[src/rtl/pipe_stage_fifo.sv]
// ---------------------------------------------------------------------------
// pipe_stage_fifo
//   Small show-ahead FIFO placed between two CPU pipeline stages (or between
//   the core and a slow peripheral). It absorbs downstream stalls without
//   losing data, and flush_i clears it synchronously on a branch or exception.
//
// Ports
//   clk          rising-edge clock
//   rst_ni       asynchronous active-low reset
//   flush_i      synchronous clear of all entries (highest priority)
//   in_valid_i   upstream presents a word on in_data_i
//   in_ready_o   FIFO accepts a word this cycle (not full)
//   in_data_i    write data, WIDTH bits
//   out_valid_o  head entry valid (not empty)
//   out_ready_i  downstream consumes the head entry this cycle
//   out_data_o   head entry data; 0 when out_valid_o is low
//   count_o      occupancy, 0..DEPTH
//   full_o       count_o == DEPTH
//   empty_o      count_o == 0
//
// Handshake: a word moves on a rising edge where valid and ready are both
// high (push = in_valid_i & in_ready_o, pop = out_valid_o & out_ready_i).
// While valid is high and ready is low, the producer holds its data stable.
// in_ready_o and out_valid_o come only from registered state. There is no
// combinational path from out_ready_i to in_ready_o, nor from in_valid_i to
// out_valid_o.
// ---------------------------------------------------------------------------
module pipe_stage_fifo #(
    parameter  int WIDTH = 32,
    parameter  int DEPTH = 4,
    localparam int CNT_W = $clog2(DEPTH + 1)
) (
    input  logic             clk,
    input  logic             rst_ni,
    input  logic             flush_i,
    input  logic             in_valid_i,
    output logic             in_ready_o,
    input  logic [WIDTH-1:0] in_data_i,
    output logic             out_valid_o,
    input  logic             out_ready_i,
    output logic [WIDTH-1:0] out_data_o,
    output logic [CNT_W-1:0] count_o,
    output logic             full_o,
    output logic             empty_o
);

    localparam int               PTR_W    = $clog2(DEPTH);
    localparam logic [PTR_W-1:0] PTR_ONE  = PTR_W'(1);
    localparam logic [CNT_W-1:0] CNT_ONE  = CNT_W'(1);
    localparam logic [CNT_W-1:0] CNT_FULL = CNT_W'(DEPTH);

    logic [WIDTH-1:0] mem [DEPTH];
    logic [PTR_W-1:0] wr_ptr;
    logic [PTR_W-1:0] rd_ptr;
    logic [CNT_W-1:0] count;
    logic             push;
    logic             pop;

    // Status is decoded from the occupancy count. DEPTH is a power of two,
    // so the pointers wrap by plain overflow and never need a compare.
    assign full_o      = (count == CNT_FULL);
    assign empty_o     = (count == '0);
    assign in_ready_o  = ~full_o;
    assign out_valid_o = ~empty_o;
    assign count_o     = count;

    // The head is visible before it is consumed. It reads as zero when the
    // FIFO is empty, so stale storage never reaches the consumer.
    assign out_data_o  = out_valid_o ? mem[rd_ptr] : '0;

    assign push = in_valid_i & in_ready_o;
    assign pop  = out_valid_o & out_ready_i;

    always_ff @(posedge clk or negedge rst_ni) begin
        if (!rst_ni) begin
            wr_ptr <= '0;
            rd_ptr <= '0;
            count  <= '0;
            for (int i = 0; i < DEPTH; i++) begin
                mem[i] <= '0;
            end
        end else if (flush_i) begin
            // Any push or pop in the flush cycle is dropped. Storage keeps
            // its old values, but the output mux hides them.
            wr_ptr <= '0;
            rd_ptr <= '0;
            count  <= '0;
        end else begin
            if (push) begin
                mem[wr_ptr] <= in_data_i;
                wr_ptr      <= wr_ptr + PTR_ONE;
            end
            if (pop) begin
                rd_ptr <= rd_ptr + PTR_ONE;
            end
            case ({push, pop})
                2'b10:   count <= count + CNT_ONE;
                2'b01:   count <= count - CNT_ONE;
                default: count <= count;
            endcase
        end
    end

endmodule

[config.mk]
export PLATFORM = sky130hd
export DESIGN_NAME = pipe_stage_fifo
export DESIGN_NICKNAME = d
export VERILOG_FILES = /design/src/rtl/pipe_stage_fifo.sv
export SDC_FILE = /design/constraint.sdc
export NUM_CORES = 1
export LEC_CHECK = 0
export CORE_ASPECT_RATIO = 0.8
export CORE_UTILIZATION = 56
export CTS_CLUSTER_DIAMETER = 120
export DETAILED_ROUTE_END_ITERATION = 8
export PLACE_DENSITY = 0.8
export SYNTH_ARGS = -nofsm -noshare
export SYNTH_HDL_FRONTEND = slang
export SYNTH_SLANG_ARGS = --single-unit
[constraint.sdc]
create_clock -name clk -period 2.4 [get_ports clk]
set_input_delay 0.72 -clock clk [delete_from_list [all_inputs] [get_ports clk]]
set_output_delay 0.72 -clock clk [all_outputs]
set_load 0.02 [all_outputs]
Word level (Yosys, flattened, before mapping):

Index checks and enable logic that the tools add are counted.

* bitwise logic cells: 7
* equality and inequality tests: 3
* $lt $le $gt $ge: 3
* mux-type cells: 13
* add/sub/neg operators: 4
* reductions and logical operators: 6

Operator list (count)
* $bwmux 128: 1
* $mux 32: 4
* $bmux 32 s2: 1
* $demux 32 s2: 1
* $mux 2: 4
* $ge 3x3->1 const B: 2
* $not 2->3: 2
* $pmux 3 s2: 1
* $add 2x1->2 const B: 2
* $reduce_bool 2->1: 2
* $add 3x1->3 const B: 1
* $eq 3x3->1 const B: 1
* $logic_not 3->1: 1
* $lt 3x1->1 const B: 1
* $mux 3: 1
* $not 1->1: 3
* $reduce_bool 3->1: 1
* $sub 3x1->3 const B: 1
* $and 1x1->1: 2
* $eq 2x1->1 const B: 1
* $eq 2x2->1 const B: 1
* $reduce_and 2->1: 1
* $logic_and 1x1->1: 1

* bits in registers: 135
* output and inout bits: 39
* input port bits: 37

Longest topological paths before layout:

Gate-level depths: netlist (run 1).

* depth in word-level cells: 6
* gate-level depth with buffers: 7
* mapped depth without buffers: 6

Worst setup path before layout (run 1):

No wires, ideal clock.

* path kind: flip-flop to output port
* start point: register count[0], in the netlist count_o[0]
* end point: output port out_valid_o
* data required time: 1680 ps
* stages on the path, launching flop included: 5
* arrival: 1802 ps
* slack: -122 ps
* cells stage by stage: dfrtp_1 > clkbuf_1 > nor3_1 > clkbuf_1 > inv_1

* cells in the longest elaborated chain, start to end: 2

Ends and longest elaborated chain
* start: declaration: line 55 `logic [CNT_W-1:0] count;`
* start signal: assignment: line 97 `2'b10: count <= count + CNT_ONE;`
* start signal: assignment: line 98 `2'b01: count <= count - CNT_ONE;`
* start signal: assignment: line 99 `default: count <= count;`
* $logic_not 3->1: line 62 `assign empty_o = (count == '0);`
* net empty_o: line 44 `output logic empty_o`
* $not 1->1: line 64 `assign out_valid_o = ~empty_o;`
* end: declaration: line 39 `output logic out_valid_o,`

The timed path passes the listed nets, and every way through them passes these cells.

Worst setup path in the final report (run 1):

* start point: register rd_ptr[0]
* end point: output port out_data_o[21]

* cells in the longest elaborated chain, start to end: 5

Ends and longest elaborated chain
* start: declaration: line 54 `logic [PTR_W-1:0] rd_ptr;`
* start signal: assignment: line 94 `rd_ptr <= rd_ptr + PTR_ONE;`
* $not 2->3 (implied by the code): line 69 `assign out_data_o = out_valid_o ? mem[rd_ptr] : '0;`
* $bmux 32 s2: line 69
* $mux 32 (implied by the code) (2 in series): line 69
* $mux 32: line 69
* end: declaration: line 41 `output logic [WIDTH-1:0] out_data_o,`

Every way passes these cells. The select of a mux whose other input is x is not followed.

==> impl_metrics.env, run 1 <==
export IMPL_status="finished, violations left"
export IMPL_violations="setup timing"
export IMPL_yosysWarnings=0
export IMPL_synthTopCellsByCount="135 x dfrtp_1, 98 x mux2_2, 33 x nor2b_1"
export IMPL_finalCoreUtilization_pct=75.39
export IMPL_synth_area_leader_cell="dfrtp_1"
export IMPL_initial_core_util_pct=58.45
export IMPL_antenna_found_initial=0
export IMPL_cts_tree="built"
export IMPL_grt_max_degree=46
export IMPL_ant_nets=0
export IMPL_layout_nets=556
export IMPL_rsz0062_at_grt="yes"
export IMPL_viasPerCell=5.707
export IMPL_fmax_ghz=0.3786
export IMPL_drtIter0Drc=178
export IMPL_peakVddDrop_uv=649.5
export IMPL_globalplace_congestion=0.7035
export IMPL_placed_cell_area_mm2=0.007508
export IMPL_wl_um=14270
export IMPL_drive_gt1_share_pct=54.58
export IMPL_worst_slew_margin_rel_pct=64.36
export IMPL_die_y_um=97.92
export IMPL_cp_required_ns=1.68
export IMPL_via_count=3812
export IMPL_fp_dieArea_mm2=0.01194
export IMPL_cts_hold_buf=0
export IMPL_drv_cap=0
export IMPL_clkTransAtPathRegs_ns=0.06
export IMPL_cts_sinks=135
export IMPL_drt_first_pass_iters=4
export IMPL_yosys_cell_types_count=37
export IMPL_drcViolationCount=0
export IMPL_design_area_mm2=0.008307
export IMPL_wl_met2_um=7158
export IMPL_cts_buffer_depth=2
export IMPL_setup_worst_path_start_class="register"
export IMPL_fin_skew_ns=0.004674
export IMPL_core_area_mm2=0.01102
export IMPL_synth_edf_count=0
export IMPL_finalHoldViolations=0
export IMPL_r2r_slack_ns=0.20
export IMPL_synth_area_leaders="dfrtp_1 52%, mux2_2 17%, mux4_2 11%"
export IMPL_final_critical_path_setup_slack_ns=-0.2412
export IMPL_ios=76
export IMPL_io_buffers=75
export IMPL_top_layer_used="met4"
export IMPL_yosysMostFrequentCell="dfrtp_1"
export IMPL_holdWs_ns=0.2753
export IMPL_async_reset_ff_share_pct=100.0
export IMPL_reg2regPathDepth=8
export IMPL_seq_area_mm2=0.003381
export IMPL_wl_per_cell_um=21.37
export IMPL_min_period_ns=2.641
export IMPL_fillers=643
export IMPL_worst_path_max_fanout=8
export IMPL_synth_area_per_cell_um2=15.67
export IMPL_synthFlopType="dfrtp_1"
export IMPL_syn_to_final_growth_pct=28.99
export IMPL_antennaDiodeCount=0
export IMPL_die_w_um=121.9
export IMPL_num_rows=34
export IMPL_wl_met3_um=653
export IMPL_cts_root_buf="clkbuf_16"
export IMPL_grt_first_pass_wirelength_um=22810
export IMPL_grt_util_all_layers_pct=26.14
export IMPL_drv_slew=0
export IMPL_critPathCaptureType="output pin"
export IMPL_htreeDepth=4
export IMPL_globalRouteOverflowTotal=0
export IMPL_yosysTopAreaCellShare_pct=52.46
export IMPL_powerDensity_mw_per_mm2=1066
export IMPL_syn_area_mm2=0.006440
export IMPL_dp_hpwl_um=8100
export IMPL_crit_type="register to output pin"
export IMPL_reg2reg_to="count_o[2]"
export IMPL_finalCritPeriodShare_pct=110.0
export IMPL_finalSetupViolCount=32
export IMPL_p_leak_nw=3.785
export IMPL_worstMarginPinSlew_ns=0.5346
export IMPL_r2r_start="count_o[2]"
export IMPL_syn_inst=411
export IMPL_cp_data_arrival_time_ns=1.92
export IMPL_grt_pass1_vias=4186
export IMPL_yosysSeqAreaShare_pct=52.46
export IMPL_cts_buffers=17
export IMPL_synth_nets=453
export IMPL_hold_path_class="primary input to asynchronous set/reset pin"
export IMPL_clk_latency_ns=0.42
export IMPL_finalPower_mw=8.858
export IMPL_wl_met1_um=6239
export IMPL_multi_input_area_mm2=0.002930
export IMPL_synth_seq_cells=135
## cell families after synthesis
family | after synthesis | synth area share (%)
xor gates and xnor gates | 3 | 0.4081
muxes | 160 | 35.32
adders and majority gates | 5 | 1.088
DFF | 135 | 52.46
AOI/OAI and AO/OA | 16 | 1.671
and+or+nand+nor | 56 | 5.246
buffers and inverters | 36 | 3.808
## critical path: stages (launching register included)
cell,delay [ns]
dfrtp_2,0.42
buf_4,0.14
buf_12,0.13
mux4_2,0.50
nor2b_1,0.16
buf_2,0.16
## area by class of cell
| type | count | share of cell area (%) |
|---|---|---|
| clock inverter | 9 | 1.823 |
| timing repair buffer | 115 | 14.31 |
| inverter | 5 | 0.2259 |
| multi-input combinational | 240 | 35.28 |
| tap | 144 | 2.169 |
| sequential | 135 | 40.70 |
| clock buffer | 20 | 5.498 |
## sequential cells by signal (all words and copies together) (netlist names)
signal	flops
wr_ptr	2
count_o	3
mem	128
rd_ptr	2
## how the worst max path moves through the flow
stage                     from        endpoint  slack, ns  depth (start not counted)
floorplan           count_o[0]     out_valid_o       0.05                          4
finish               rd_ptr[0]  out_data_o[21]      -0.24                          5
global route         rd_ptr[0]  out_data_o[30]      -0.28                          5
detailed placement  in_valid_i      count_o[2]      -0.23                          7
global placement     rd_ptr[0]  out_data_o[19]      -0.17                          4
CTS                  rd_ptr[0]  out_data_o[19]      -0.24                          5
## metrics by stage
stage / setup WS [ns] / TNS (ns) / cells
floorplan: 0.04601 / 0 / 411
finish: -0.2412 / -6.777 / 668
CTS: -0.2438 / -7.238 / 664
detailed placement: -0.2264 / -8.090 / 625
global placement: -0.1740 / -6.067 / 625
global route: -0.2836 / -8.457 / 668
## layer usage
metal / vias to the layer above / GRT usage [%]
li1: 1707 / -
met4: 0 / 8.737
met1: 2003 / 35.64
met3: 17 / 6.075
met5: - / 0
met2: 85 / 41.55
## power breakdown
| group | total, mW | internal, mW | switching, mW |
|---|---|---|---|
| Clock | 2.72 | 1.77 | 0.949 |
| Sequential | 3.35 | 2.97 | 0.383 |
| Combinational | 2.78 | 1.70 | 1.09 |
| Total | 8.86 | 6.44 | 2.42 |
## placed cells by master (no fill, tap or decap), types with 2 or more instances in the layout
cell type        Yosys  routed
buf_4                9      25
dfrtp_2              0       2
ha_1                 4       4
buf_6                3      11
nand3_2              0       3
clkbuf_8             0       2
buf_12               3      14
buf_2                4      21
mux4_2              32      32
nor2b_2              0       2
clkbuf_2             0       2
o21ai_0              4       4
mux2_2              98      98
xor2_1               2       2
bufinv_16            0       4
dfrtp_1            135     133
inv_1                5       5
clkbuf_16            0      17
nor2_1               7       7
nor2b_1             33      22
a31oi_1              2       2
nand3_1              7       4
clkinv_2             0       3
a21oi_1              2       2
dlymetal6s2s_1       0       2
nor2b_4              0       9
clkdlybuf4s50_1      0      35
mux2_4              30      30
buf_16               0       2
## timing repair
| action | 4_1_cts | 5_1_grt |
|---|---|---|
| pin swaps | 1 | 0 |
| setup endpoints to repair | 36 | 38 |
| buffers inserted | 6 | 6 |
| gates cloned | 4 | 0 |
| gates resized for setup | 148 | 48 |
Note: power is estimated with default switching activity, not from simulation.
==> run 2: changes to the inputs <==
--- a/config.mk
+++ b/config.mk
@@ -6,10 +6,9 @@
 export NUM_CORES = 1
 export LEC_CHECK = 0
 export CORE_ASPECT_RATIO = 0.8
-export CORE_UTILIZATION = 56
+export CORE_UTILIZATION = 35
 export CTS_CLUSTER_DIAMETER = 120
 export DETAILED_ROUTE_END_ITERATION = 8
-export PLACE_DENSITY = 0.8
 export SYNTH_ARGS = -nofsm -noshare
 export SYNTH_HDL_FRONTEND = slang
 export SYNTH_SLANG_ARGS = --single-unit
==> run 2 against run 1 <==
The run still ends with setup timing left. Setup slack better by 0.017 ns. Sequential power barely moved. Clock-buffer cell count grew 3. Hold slack improved by 0.0052 ns. Die area is 59% higher. Clock power down 9.2%. Critical endpoint is now out_data_o[0]. Largest power group unchanged. Highest routed layer is now met5.
==> impl_metrics.env, run 2 (synthesis results as in run 1) <==
export IMPL_fin_skew_ns=0.006329
export IMPL_die_y_um=123.3
export IMPL_fp_dieArea_mm2=0.01895
export IMPL_drcViolationCount=0
export IMPL_globalplace_congestion=0.7242
export IMPL_r2r_start="count_o[1]"
export IMPL_drt_first_pass_iters=4
export IMPL_finalSetupViolCount=32
export IMPL_final_critical_path_setup_slack_ns=-0.2239
export IMPL_worstMarginPinSlew_ns=0.6471
export IMPL_syn_to_final_growth_pct=30.83
export IMPL_grt_pass1_vias=4287
export IMPL_die_w_um=153.7
export IMPL_ios=76
export IMPL_setup_worst_path_start_class="register"
export IMPL_design_area_mm2=0.008426
export IMPL_viasPerCell=5.005
export IMPL_largest_reg_flops=128
export IMPL_grt_max_degree=67
export IMPL_drtIter0Drc=148
export IMPL_num_rows=43
export IMPL_grt_first_pass_wirelength_um=23500
export IMPL_finalCritPeriodShare_pct=109.3
export IMPL_finalPower_mw=8.555
export IMPL_cp_data_arrival_time_ns=1.90
export IMPL_r2r_slack_ns=0.12
export IMPL_worst_slew_margin_rel_pct=56.86
export IMPL_antenna_found_initial=1
export IMPL_drive_gt1_share_pct=55.05
export IMPL_hold_path_class="primary input to asynchronous set/reset pin"
export IMPL_cts_buffer_depth=2
export IMPL_ant_nets=0
export IMPL_drv_slew=0
export IMPL_wl_per_cell_um=18.85
export IMPL_seq_area_mm2=0.003381
export IMPL_fillers=1514
export IMPL_io_buffers=75
export IMPL_peakVddDrop_uv=441.3
export IMPL_cts_root_buf="clkbuf_16"
export IMPL_layout_nets=555
export IMPL_critPathCaptureType="output pin"
export IMPL_cp_required_ns=1.68
export IMPL_violations="setup timing"
export IMPL_cts_tree="built"
export IMPL_p_leak_nw=3.793
export IMPL_multi_input_area_mm2=0.002955
export IMPL_final_cell_mix="133 x dfrtp_1, 98 x mux2_2, 35 x clkdlybuf4s50_1"
export IMPL_dp_cells=713
export IMPL_min_period_ns=2.624
export IMPL_initial_core_util_pct=36.49
export IMPL_cts_buffers=17
export IMPL_dp_hpwl_um=9241
export IMPL_reg2reg_to="count_o[2]"
export IMPL_antennaDiodeCount=0
export IMPL_final_common_cell="dfrtp_1"
export IMPL_instances_no_fill=750
export IMPL_finalHoldViolations=0
export IMPL_clkTransAtPathRegs_ns=0.06
export IMPL_core_area_mm2=0.01765
export IMPL_cts_sinks=135
export IMPL_drv_cap=0
export IMPL_reg2regPathDepth=7
export IMPL_rsz0062_at_grt="yes"
export IMPL_clk_latency_ns=0.42
export IMPL_fmax_ghz=0.3811
export IMPL_placed_cell_area_mm2=0.007705
export IMPL_via_count=3754
export IMPL_powerDensity_mw_per_mm2=1015
export IMPL_top_register="mem"
export IMPL_globalRouteOverflowTotal=0
export IMPL_crit_type="register to output pin"
export IMPL_wl_um=14140
export IMPL_status="finished, violations left"
export IMPL_htreeDepth=4
export IMPL_worst_path_max_fanout=8
export IMPL_grt_util_all_layers_pct=16.71
-- run 2: cell count changes in the layout (fill, tap and decap cells not counted), moves of 2 or more --
| cell | delta |
|---|---|
| buf_12 | +3 |
| buf_2 | -7 |
| buf_4 | -4 |
| buf_6 | +9 |
| bufinv_16 | -3 |
| clkbuf_8 | +2 |
| clkinvlp_4 | +2 |
| nor2b_1 | -4 |
| nor2b_2 | -2 |
| nor2b_4 | +6 |
-- run 2: worst max path at each step --
stage	startpoint	endpoint	slack (ns)	cells after the start
after floorplan	count_o[0]	out_valid_o	0.05	4
after global placement	in_valid_i	count_o[2]	-0.18	7
after detailed placement	in_valid_i	count_o[2]	-0.20	7
after CTS	rd_ptr[0]	out_data_o[1]	-0.28	6
after global routing	rd_ptr[0]	out_data_o[0]	-0.29	5
final	rd_ptr[0]	out_data_o[0]	-0.22	5
-- run 2: cell type report --
type / instances / area share [%]
timing repair buffer: 114 / 14.58
sequential: 135 / 40.12
tap: 225 / 3.341
multi-input combinational: 240 / 35.08
clock inverter: 8 / 0.8613
clock buffer: 23 / 5.792
inverter: 5 / 0.2228
-- run 2: through the flow --
stage	hold slack (ns)	util (%)	setup slack [ns]	TNS, ns
floorplan	0.4244	-	0.04601	0
global placement	0.4814	43.66	-0.1805	-8.891
detailed placement	0.4869	43.66	-0.1958	-10.30
CTS	0.3118	47.34	-0.2831	-7.111
global route	0.3306	47.75	-0.2860	-8.086
finish	0.2806	47.75	-0.2239	-5.680
-- run 2: worst max-delay path: stages (launching register included) --
cell and delay, ns:
dfrtp_2 0.38, buf_6 0.13, buf_12 0.14, mux4_2 0.53, nor2b_1 0.15, buf_4 0.16
-- run 2: per-layer routing --
| metal | track usage, % | vias to the layer above | wire (µm) |
|---|---|---|---|
| met5 | 0 | - | 13 |
| met4 | 6.188 | 2 | 175 |
| met3 | 5.468 | 17 | 701 |
| met2 | 27.61 | 78 | 6917 |
| met1 | 20.56 | 1961 | 6328 |
| li1 | - | 1696 | - |
-- run 2: what timing repair did --
| item | in CTS | in global routing |
|---|---|---|
| resized for setup | 176 | 35 |
| endpoints found under the hold margin | 0 | 0 |
| cloned | 2 | 0 |
| hold buffers | 0 | 0 |
| endpoints found under the setup margin | 36 | 39 |
| pin swaps | 1 | 1 |
| setup buffers | 4 | 1 |
-- run 2: report_power, final --
| part | switching (mW) | internal [mW] | total (mW) |
|---|---|---|---|
| Clock | 0.947 | 1.52 | 2.47 |
| Combinational | 1.07 | 1.69 | 2.76 |
| Sequential | 0.358 | 2.97 | 3.33 |
| Total | 2.38 | 6.18 | 8.55 |
==> run 3: changes to the inputs <==
--- a/config.mk
+++ b/config.mk
@@ -6,6 +6,7 @@
 export NUM_CORES = 1
 export LEC_CHECK = 0
 export CORE_ASPECT_RATIO = 0.8
+export CORE_MARGIN = 2
 export CORE_UTILIZATION = 35
 export CTS_CLUSTER_DIAMETER = 120
 export DETAILED_ROUTE_END_ITERATION = 8
==> run 3 against run 2 <==
Flip-flop and latch count unchanged. Largest cell class unchanged. Total power is 2.1% higher. The flow still finishes with violations (setup timing). Utilization is 0.67 points lower. Via count rose by 2.1%. Setup slack gained 0.013 ns.
==> impl_metrics.env, run 3 (synthesis results as in run 1) <==
export IMPL_reg2regPathDepth=7
export IMPL_cts_tree="built"
export IMPL_startpoint="rd_ptr[0]"
export IMPL_grt_util_all_layers_pct=15.71
export IMPL_final_common_cell="dfrtp_1"
export IMPL_cts_buffer_depth=2
export IMPL_rsz0062_at_grt="yes"
export IMPL_drv_slew=0
export IMPL_pwr_share_clk_pct=29.6
export IMPL_finalCritPeriodShare_pct=108.8
export IMPL_antenna_found_initial=1
export IMPL_die_w_um=155.7
export IMPL_drive_gt1_share_pct=56.20
export IMPL_ant_nets=0
export IMPL_clkTransAtPathRegs_ns=0.06
export IMPL_initial_core_util_pct=35.56
export IMPL_ios=76
export IMPL_htreeDepth=4
export IMPL_globalRouteOverflowTotal=0
export IMPL_grt_max_degree=55
export IMPL_worst_path_max_fanout=7
export IMPL_p_int_mw=6.281
export IMPL_wl_per_cell_um=18.78
export IMPL_fmax_ghz=0.3830
export IMPL_clk_latency_ns=0.42
export IMPL_critPathCaptureType="output pin"
export IMPL_swShare_pct=28.06
export IMPL_placed_cell_area_mm2=0.007716
export IMPL_cp_data_arrival_time_ns=1.89
export IMPL_final_cell_mix="133 x dfrtp_1, 98 x mux2_2, 37 x clkdlybuf4s50_1"
export IMPL_design_area_mm2=0.008526
export IMPL_drt_first_pass_iters=4
export IMPL_globalplace_congestion=0.7138
export IMPL_finalPower_mw=8.731
export IMPL_top_register="mem"
export IMPL_finalCoreUtilization_pct=47.07
export IMPL_finalHoldViolations=0
export IMPL_seq_power_share_pct=38.1
export IMPL_fin_skew_ns=0.009756
export IMPL_peakVddDrop_uv=533.5
export IMPL_cp_required_ns=1.68
export IMPL_syn_to_final_growth_pct=32.39
export IMPL_reg2reg_to="count_o[2]"
export IMPL_hold_path_class="primary input to asynchronous set/reset pin"
export IMPL_cts_root_buf="clkbuf_16"
export IMPL_wl_um=14330
export IMPL_drv_cap=0
export IMPL_viasPerCell=5.021
export IMPL_cts_hold_buf=0
export IMPL_via_count=3831
export IMPL_fp_dieArea_mm2=0.01951
export IMPL_dp_hpwl_um=9512
export IMPL_p_comb_share_pct=32.4
export IMPL_num_rows=44
export IMPL_worst_slew_margin_rel_pct=64.59
export IMPL_finalSetupViolCount=32
export IMPL_final_critical_path_setup_slack_ns=-0.2112
export IMPL_r2r_start="count_o[1]"
export IMPL_setup_worst_path_start_class="register"
export IMPL_status="finished, violations left"
export IMPL_die_y_um=125.3
export IMPL_drcViolationCount=0
export IMPL_largest_reg_flops=128
export IMPL_grt_first_pass_wirelength_um=23370
export IMPL_cts_sinks=135
export IMPL_crit_type="register to output pin"
export IMPL_drtIter0Drc=108
export IMPL_r2r_slack_ns=0.10
export IMPL_worstMarginPinSlew_ns=0.5312
export IMPL_cts_buffers=17
export IMPL_min_period_ns=2.611
export IMPL_layout_nets=561
export IMPL_core_area_mm2=0.01811
export IMPL_violations="setup timing"
export IMPL_powerDensity_mw_per_mm2=1024
export IMPL_cp_endpoint="out_data_o[27]"
export IMPL_power_switching_mw=2.450
export IMPL_grt_pass1_vias=4107
export IMPL_p_leak_nw=3.807
export IMPL_io_buffers=75
-- run 3: timing repair --
action | CTS | global route
resized for setup | 174 | 47
pin swaps | 1 | 0
cloned | 1 | 0
endpoints found under the setup margin | 36 | 35
setup buffers | 6 | 2
-- run 3: how the worst min path moves through the flow --
stage / startpoint / to / slack [ns] / cells after the start
4_1_cts: rst_ni / mem[12] / 0.27 / 1
3_5_place_dp: mem[40] / mem[40] / 0.49 / 1
2_1_floorplan: rst_ni / count_o[0] / 0.42 / 0
3_3_place_gp: mem[37] / mem[37] / 0.48 / 1
5_1_grt: rst_ni / mem[12] / 0.28 / 1
6_report: rst_ni / mem[12] / 0.25 / 1
-- run 3: area by class of cell --
| class | count | area [µm²] |
|---|---|---|
| clock inverters | 13 | 146.4 |
| fillers | 1544 | 9587 |
| flip-flops and latches | 135 | 3381 |
| inverters | 5 | 18.77 |
| clock buffers | 19 | 442.9 |
| multi-input cells | 240 | 2983 |
| repair buffers | 120 | 1264 |
| well taps | 230 | 287.8 |
| diodes | 1 | 2.502 |
-- run 3: worst max-delay path, cell delays in order (launching register included) --
cell,delay [ns]
dfrtp_2,0.41
buf_12,0.13
buf_12,0.14
mux4_2,0.50
nor2b_1,0.14
buf_2,0.16
-- run 3: metrics by stage --
stage               hold slack (ns)  setup slack, ns  TNS, ns  cells
floorplan                    0.4244          0.04601        0    411
global route                 0.2802          -0.2819   -7.701    762
finish                       0.2502          -0.2112   -5.264    763
global placement             0.4816          -0.1576   -4.495    722
detailed placement           0.4873          -0.2426   -5.248    722
CTS                          0.2674          -0.2329   -6.651    761
-- run 3: routing by layer --
metal,vias to the layer above,global-route usage (%),wire length [µm]
met2,76,24.23,6879
met1,2018,21.84,6680
met5,-,0,11
met3,15,4.229,611
li1,1720,-,-
met4,2,4.749,146
-- run 3: power groups by stage --
stage	Sequential [mW]	Combinational, mW	Clock [mW]
after floorplan	3.23	1.75	0
after global placement	3.32	2.53	0
after detailed placement	3.35	2.59	0
after CTS	3.32	2.72	2.63
after global routing	3.41	3.03	2.76
final	3.32	2.83	2.58
